[src/rtl/ula_param.sv]
// Parametrised accumulator ALU with valid/ready instruction handshake and zero/carry flags.
// Optional shift-add multiplier (opcode C) enabled by defining ULA_PARAM_MUL_EN.
module ula_param #(
  parameter int DATA_W = 8,
  parameter int OPND_W = 4
) (
  input  logic                clock,
  input  logic                reset,
  input  logic                instr_valid,
  output logic                instr_ready,
  input  logic [OPND_W+3:0]   barramentoDados,
  output logic                busy,
  output logic [DATA_W-1:0]   ledsRegAcumulador,
  output logic [DATA_W-1:0]   ledsRegSaida,
  output logic                flag_zero,
  output logic                flag_carry
);

  localparam logic [3:0] OP_LDI = 4'h1;
  localparam logic [3:0] OP_ADD = 4'h2;
  localparam logic [3:0] OP_SUB = 4'h3;
  localparam logic [3:0] OP_AND = 4'h4;
  localparam logic [3:0] OP_OR  = 4'h5;
  localparam logic [3:0] OP_XOR = 4'h6;
  localparam logic [3:0] OP_NOT = 4'h7;
  localparam logic [3:0] OP_SHL = 4'h8;
  localparam logic [3:0] OP_SHR = 4'h9;
  localparam logic [3:0] OP_OUT = 4'hA;
  localparam logic [3:0] OP_CLR = 4'hB;

  logic [3:0]        opcode;
  logic [DATA_W-1:0] imm_ext;
  logic              accept;
  logic [DATA_W:0]   sum;
  logic              wr_acc;

  logic [DATA_W-1:0] acc_q, acc_d;
  logic [DATA_W-1:0] saida_q, saida_d;
  logic              zero_q, zero_d;
  logic              carry_q, carry_d;

  assign opcode  = barramentoDados[OPND_W+3:OPND_W];
  assign imm_ext = DATA_W'(barramentoDados[OPND_W-1:0]);
  assign accept  = instr_valid & instr_ready;

`ifdef ULA_PARAM_MUL_EN
  localparam logic [3:0] OP_MUL = 4'hC;
  localparam int PW    = DATA_W + OPND_W;
  localparam int CNT_W = $clog2(OPND_W + 1);
  localparam logic [CNT_W-1:0] LAST_CNT = CNT_W'(OPND_W - 1);

  typedef enum logic {S_IDLE, S_MUL} state_t;

  state_t            state_q, state_d;
  logic [PW-1:0]     mcand_q, mcand_d;   // multiplicand pre-shifted by cnt
  logic [OPND_W-1:0] mplier_q, mplier_d;
  logic [PW-1:0]     prod_q, prod_d;
  logic [CNT_W-1:0]  cnt_q, cnt_d;

  assign busy        = (state_q == S_MUL);
  assign instr_ready = (state_q == S_IDLE) & ~reset;
`else
  assign busy        = 1'b0;
  assign instr_ready = ~reset;
`endif

  always_comb begin
    acc_d   = acc_q;
    saida_d = saida_q;
    zero_d  = zero_q;
    carry_d = carry_q;
    sum     = '0;
    wr_acc  = 1'b0;
`ifdef ULA_PARAM_MUL_EN
    state_d  = state_q;
    mcand_d  = mcand_q;
    mplier_d = mplier_q;
    prod_d   = prod_q;
    cnt_d    = cnt_q;
`endif
    if (accept) begin
      case (opcode)
        OP_LDI: begin acc_d = imm_ext; wr_acc = 1'b1; end
        OP_ADD: begin
          sum     = {1'b0, acc_q} + {1'b0, imm_ext};
          acc_d   = sum[DATA_W-1:0];
          carry_d = sum[DATA_W];
          wr_acc  = 1'b1;
        end
        OP_SUB: begin
          // Top bit of the extended difference is the borrow.
          sum     = {1'b0, acc_q} - {1'b0, imm_ext};
          acc_d   = sum[DATA_W-1:0];
          carry_d = sum[DATA_W];
          wr_acc  = 1'b1;
        end
        OP_AND: begin acc_d = acc_q & imm_ext; wr_acc = 1'b1; end
        OP_OR:  begin acc_d = acc_q | imm_ext; wr_acc = 1'b1; end
        OP_XOR: begin acc_d = acc_q ^ imm_ext; wr_acc = 1'b1; end
        OP_NOT: begin acc_d = ~acc_q;          wr_acc = 1'b1; end
        OP_SHL: begin
          carry_d = acc_q[DATA_W-1];
          acc_d   = acc_q << 1;
          wr_acc  = 1'b1;
        end
        OP_SHR: begin
          carry_d = acc_q[0];
          acc_d   = acc_q >> 1;
          wr_acc  = 1'b1;
        end
        OP_OUT: saida_d = acc_q;
        OP_CLR: begin acc_d = '0; carry_d = 1'b0; wr_acc = 1'b1; end
`ifdef ULA_PARAM_MUL_EN
        OP_MUL: begin
          state_d  = S_MUL;
          mcand_d  = PW'(acc_q);
          mplier_d = barramentoDados[OPND_W-1:0];
          prod_d   = '0;
          cnt_d    = '0;
        end
`endif
        default: ;
      endcase
    end
    if (wr_acc) zero_d = (acc_d == '0);
`ifdef ULA_PARAM_MUL_EN
    if (state_q == S_MUL) begin
      prod_d   = prod_q + (mplier_q[0] ? mcand_q : '0);
      mcand_d  = mcand_q << 1;
      mplier_d = mplier_q >> 1;
      cnt_d    = cnt_q + 1'b1;
      if (cnt_q == LAST_CNT) begin
        acc_d   = prod_d[DATA_W-1:0];
        carry_d = |prod_d[PW-1:DATA_W];
        zero_d  = (prod_d[DATA_W-1:0] == '0);
        state_d = S_IDLE;
      end
    end
`endif
  end

  always_ff @(posedge clock) begin
    if (reset) begin
      acc_q   <= '0;
      saida_q <= '0;
      zero_q  <= 1'b0;
      carry_q <= 1'b0;
`ifdef ULA_PARAM_MUL_EN
      state_q  <= S_IDLE;
      mcand_q  <= '0;
      mplier_q <= '0;
      prod_q   <= '0;
      cnt_q    <= '0;
`endif
    end else begin
      acc_q   <= acc_d;
      saida_q <= saida_d;
      zero_q  <= zero_d;
      carry_q <= carry_d;
`ifdef ULA_PARAM_MUL_EN
      state_q  <= state_d;
      mcand_q  <= mcand_d;
      mplier_q <= mplier_d;
      prod_q   <= prod_d;
      cnt_q    <= cnt_d;
`endif
    end
  end

  assign ledsRegAcumulador = acc_q;
  assign ledsRegSaida      = saida_q;
  assign flag_zero         = zero_q;
  assign flag_carry        = carry_q;

endmodule

[config.mk]
export PLATFORM = sky130hd
export DESIGN_NAME = ula_param
export DESIGN_NICKNAME = d
export VERILOG_FILES = /design/src/rtl/ula_param.sv
export SDC_FILE = /design/constraint.sdc
export NUM_CORES = 1
export LEC_CHECK = 0
export BUFFER_PORTS_ARGS = -buffer_cell sky130_fd_sc_hd__buf_2
export CAP_MARGIN = 5
export CORE_MARGIN = 10
export CORE_UTILIZATION = 45
export CTS_CLUSTER_DIAMETER = 40
export DETAILED_ROUTE_END_ITERATION = 8
export PLACE_DENSITY = 0.66
export REMOVE_ABC_BUFFERS = 1
export SYNTH_ARGS = -nofsm -noshare
export SYNTH_HDL_FRONTEND = slang
export SYNTH_SLANG_ARGS = --single-unit
[constraint.sdc]
create_clock -name clock -period 4.4 [get_ports clock]
set_input_delay 0.66 -clock clock [delete_from_list [all_inputs] [get_ports clock]]
set_output_delay 0.66 -clock clock [all_outputs]
set_load 0.05 [all_outputs]
==> flow_metrics.py <==
metrics = {
    "route": {
        "first_pass_iters": 4,
        "vias": 1886,
        "drt-wirelength-per-cell_microns": 16.9,
        "drt_iter0_markers": 209,
        "postRouteWirelength_mm": 5.26,
        "drcViolationCount": 0,
        "via_per_inst": 6.06,
        "ant_nets": 0,
    },
    "hold_path": {
        "worstHoldStart": "ledsRegSaida[0]$_SDFFE_PP0P_",
        "worst_hold_path_type": "reg -> reg",
    },
    "placement": {
        "dp_hpwl_mm": 3.96,
        "io_buffers": 29,
        "gp_congestion": 0.926,
        "place_ws_ps": 1450,
    },
    "synthesis": {
        "synth_top_cell_by_area": "dfxtp_1",
        "synth_area_leaders": "dfxtp_1 (18%), ha_1 (7.6%), nor2_1 (5.9%)",
        "synth_edf_count": 0,
        "ys_types": 72,
        "ys_warn_count": 0,
        "syn_avg_cell_area_sq_um": 8.10,
        "synth_ff_type": "dfxtp_1",
        "yosysSeqAreaShare_pct": 18.2,
        "synth_common_cells": "nor2_1 (31), a21oi_1 (21), dfxtp_1 (18)",
        "synth.most_common_cell": "nor2_1",
        "async_reset_ff_share_pct": 0,
        "ys_seq_elements": 18,
        "yosysTopAreaCellShare_pct": 18.2,
        "netlist_area_sq_um": 1980,
        "syn_inst": 244,
    },
    "timing": {
        "holdWs_ps": 487,
        "finalSetupViolCount": 0,
        "timing.final.ws_setup_ps": 1660,
        "max_slew_margin_pct": 59.6,
        "fin_setup_tns_ps": 0,
        "hold_viol": 0,
        "grt_setup_unrepaired": "no",
        "max_slew.worst_pin.slew_ps": 604,
        "slew_viol_final": 0,
        "clock.fmax_mhz": 366,
        "period_needed_ps": 2740,
        "fin_crit_sh_pct": 62.2,
        "fin_skew_ps": 7.23,
    },
    "grt": {
        "grt_use_total_pct": 14.6,
        "grt_pass1_vias": 1830,
        "grt-ovfl-total": 0,
        "grt_pass1_wl_mm": 9.15,
        "grt_max_degree": 32,
        "antenna_found_initial": 0,
    },
    "pwr": {
        "power.leakage_uw": 0.000896,
        "p_per_area_nw_per_um2": 224,
        "p_total_uw": 463,
        "ir_worst_vdd_mv": 0.127,
    },
    "cts": {
        "clk-insertion-delay-late_ps": 260,
        "cts_hold_buffers": 0,
        "cts_setup_buffers": 0,
        "clockRootBuffer": "clkbuf_8",
        "cts.clk_slew.worst_paths_ps": 80,
        "cts-resized-gates": 0,
        "cts_buffers": 3,
        "cts_tree": "yes",
        "cts.sinks": 18,
        "htree_levels": 1,
        "clock_tree.buffer_depth": 2,
    },
    "job": {
        "drv_cap": 0,
    },
    "die": {
        "rows": 24,
        "die_area_sq_um": 7440,
        "dieWidth_microns": 86.3,
        "start_util_pct": 46.0,
        "design.core.area_sq_um": 4290,
        "io_pins": 31,
        "die_h_microns": 86.3,
    },
    "setup_path": {
        "worstPathArrival_ps": 2890,
        "cp-end-kind": "flop",
        "critPathMaxFanout": 26,
        "crit_path_start_kind": "primary input",
        "required_ps": 4560,
        "crit_type": "in -> reg",
        "r2r_start": "ledsRegAcumulador[1]$_SDFF_PP0_",
        "cp-startpoint": "barramentoDados[5]",
    },
    "final_layout": {
        "area_growth_pct": 4.50,
        "nNetsFinal": 285,
        "diodes": 0,
        "drive_gt1_share_pct": 18.9,
    },
    "outcome": {
        "status": "finished clean",
    },
}
-- cells by family after synthesis --
group | synth area share (%)
mux | 5.76
fa+ha+maj | 9.63
buf+inv | 11.2
compound gates | 31.3
simple gates | 22.8
other cells | 0.190
xor+xnor | 0.887
flops | 18.2
-- where the power goes --
part           total [uW]  internal [uW]  leakage [uW]  switching (uW)
logic                 147           51.3      0.000721            95.7
clock network         140           79.7     0.0000288            60.8
registers             175            167      0.000146            8.51
total                 463            298      0.000896             165
-- routing by layer --
layer	up-vias	track usage (%)	share of wire, %	wire length, microns
li1	917	-	-	-
met5	-	0	0	0
met3	5	3.85	8.9	469
met2	75	23.3	46	2410
met1	889	19.3	45	2350
met4	0	3.09	0.53	28
-- critical path, stage by stage --
cell	delay, ps
buf_2	390
nor2b_1	570
a221o_1	520
nor3_1	130
and3_1	200
and4_1	210
a31o_1	210
-- cell type report --
cell class / count / area [sq um]
clock buffers: 4 / 55.1
fillers: 438 / 2230
inverters: 12 / 45.0
multi-input cells: 196 / 1390
flip-flops and latches: 18 / 360
well taps: 52 / 65.1
repair buffers: 29 / 145
-- through the flow --
step | area [sq um] | util [%] | std cells
after global routing | 2060 | 48.1 | 311
after global placement | 2010 | 46.8 | 307
after floorplan | 1800 | - | 226
final | 2060 | 48.1 | 311
after CTS | 2060 | 48.1 | 311
after detailed placement | 2010 | 46.8 | 307
-- path summary, 6_finish.rpt --
kind                                       end  slack [ps]  cells after the start
setup / recovery        flag_zero$_SDFFE_PP0P_        1660                      7
setup reg to reg        flag_zero$_SDFFE_PP0P_        1680                      9
hold / removal    ledsRegSaida[0]$_SDFFE_PP0P_         490                      2
hold reg to reg   ledsRegSaida[0]$_SDFFE_PP0P_         490                      2
-- layout by cell type (no fill, tap or decap), types with 6 or more instances in the layout --
cell type and n:
a211oi_1 6, nand2b_1 7, ha_1 12, a21oi_1 21
mux2i_1 8, nand3_1 6, inv_1 12, buf_2 29
o21ai_0 6, nor2_1 31, dfxtp_1 18, nand2_1 15
-- sequential cells by signal, summed over array words and instances, names as in the netlist --
register           flops
flag_zero              1
ledsRegAcumulador      8
flag_carry             1
ledsRegSaida           8
(Power assumes the default switching activity.)
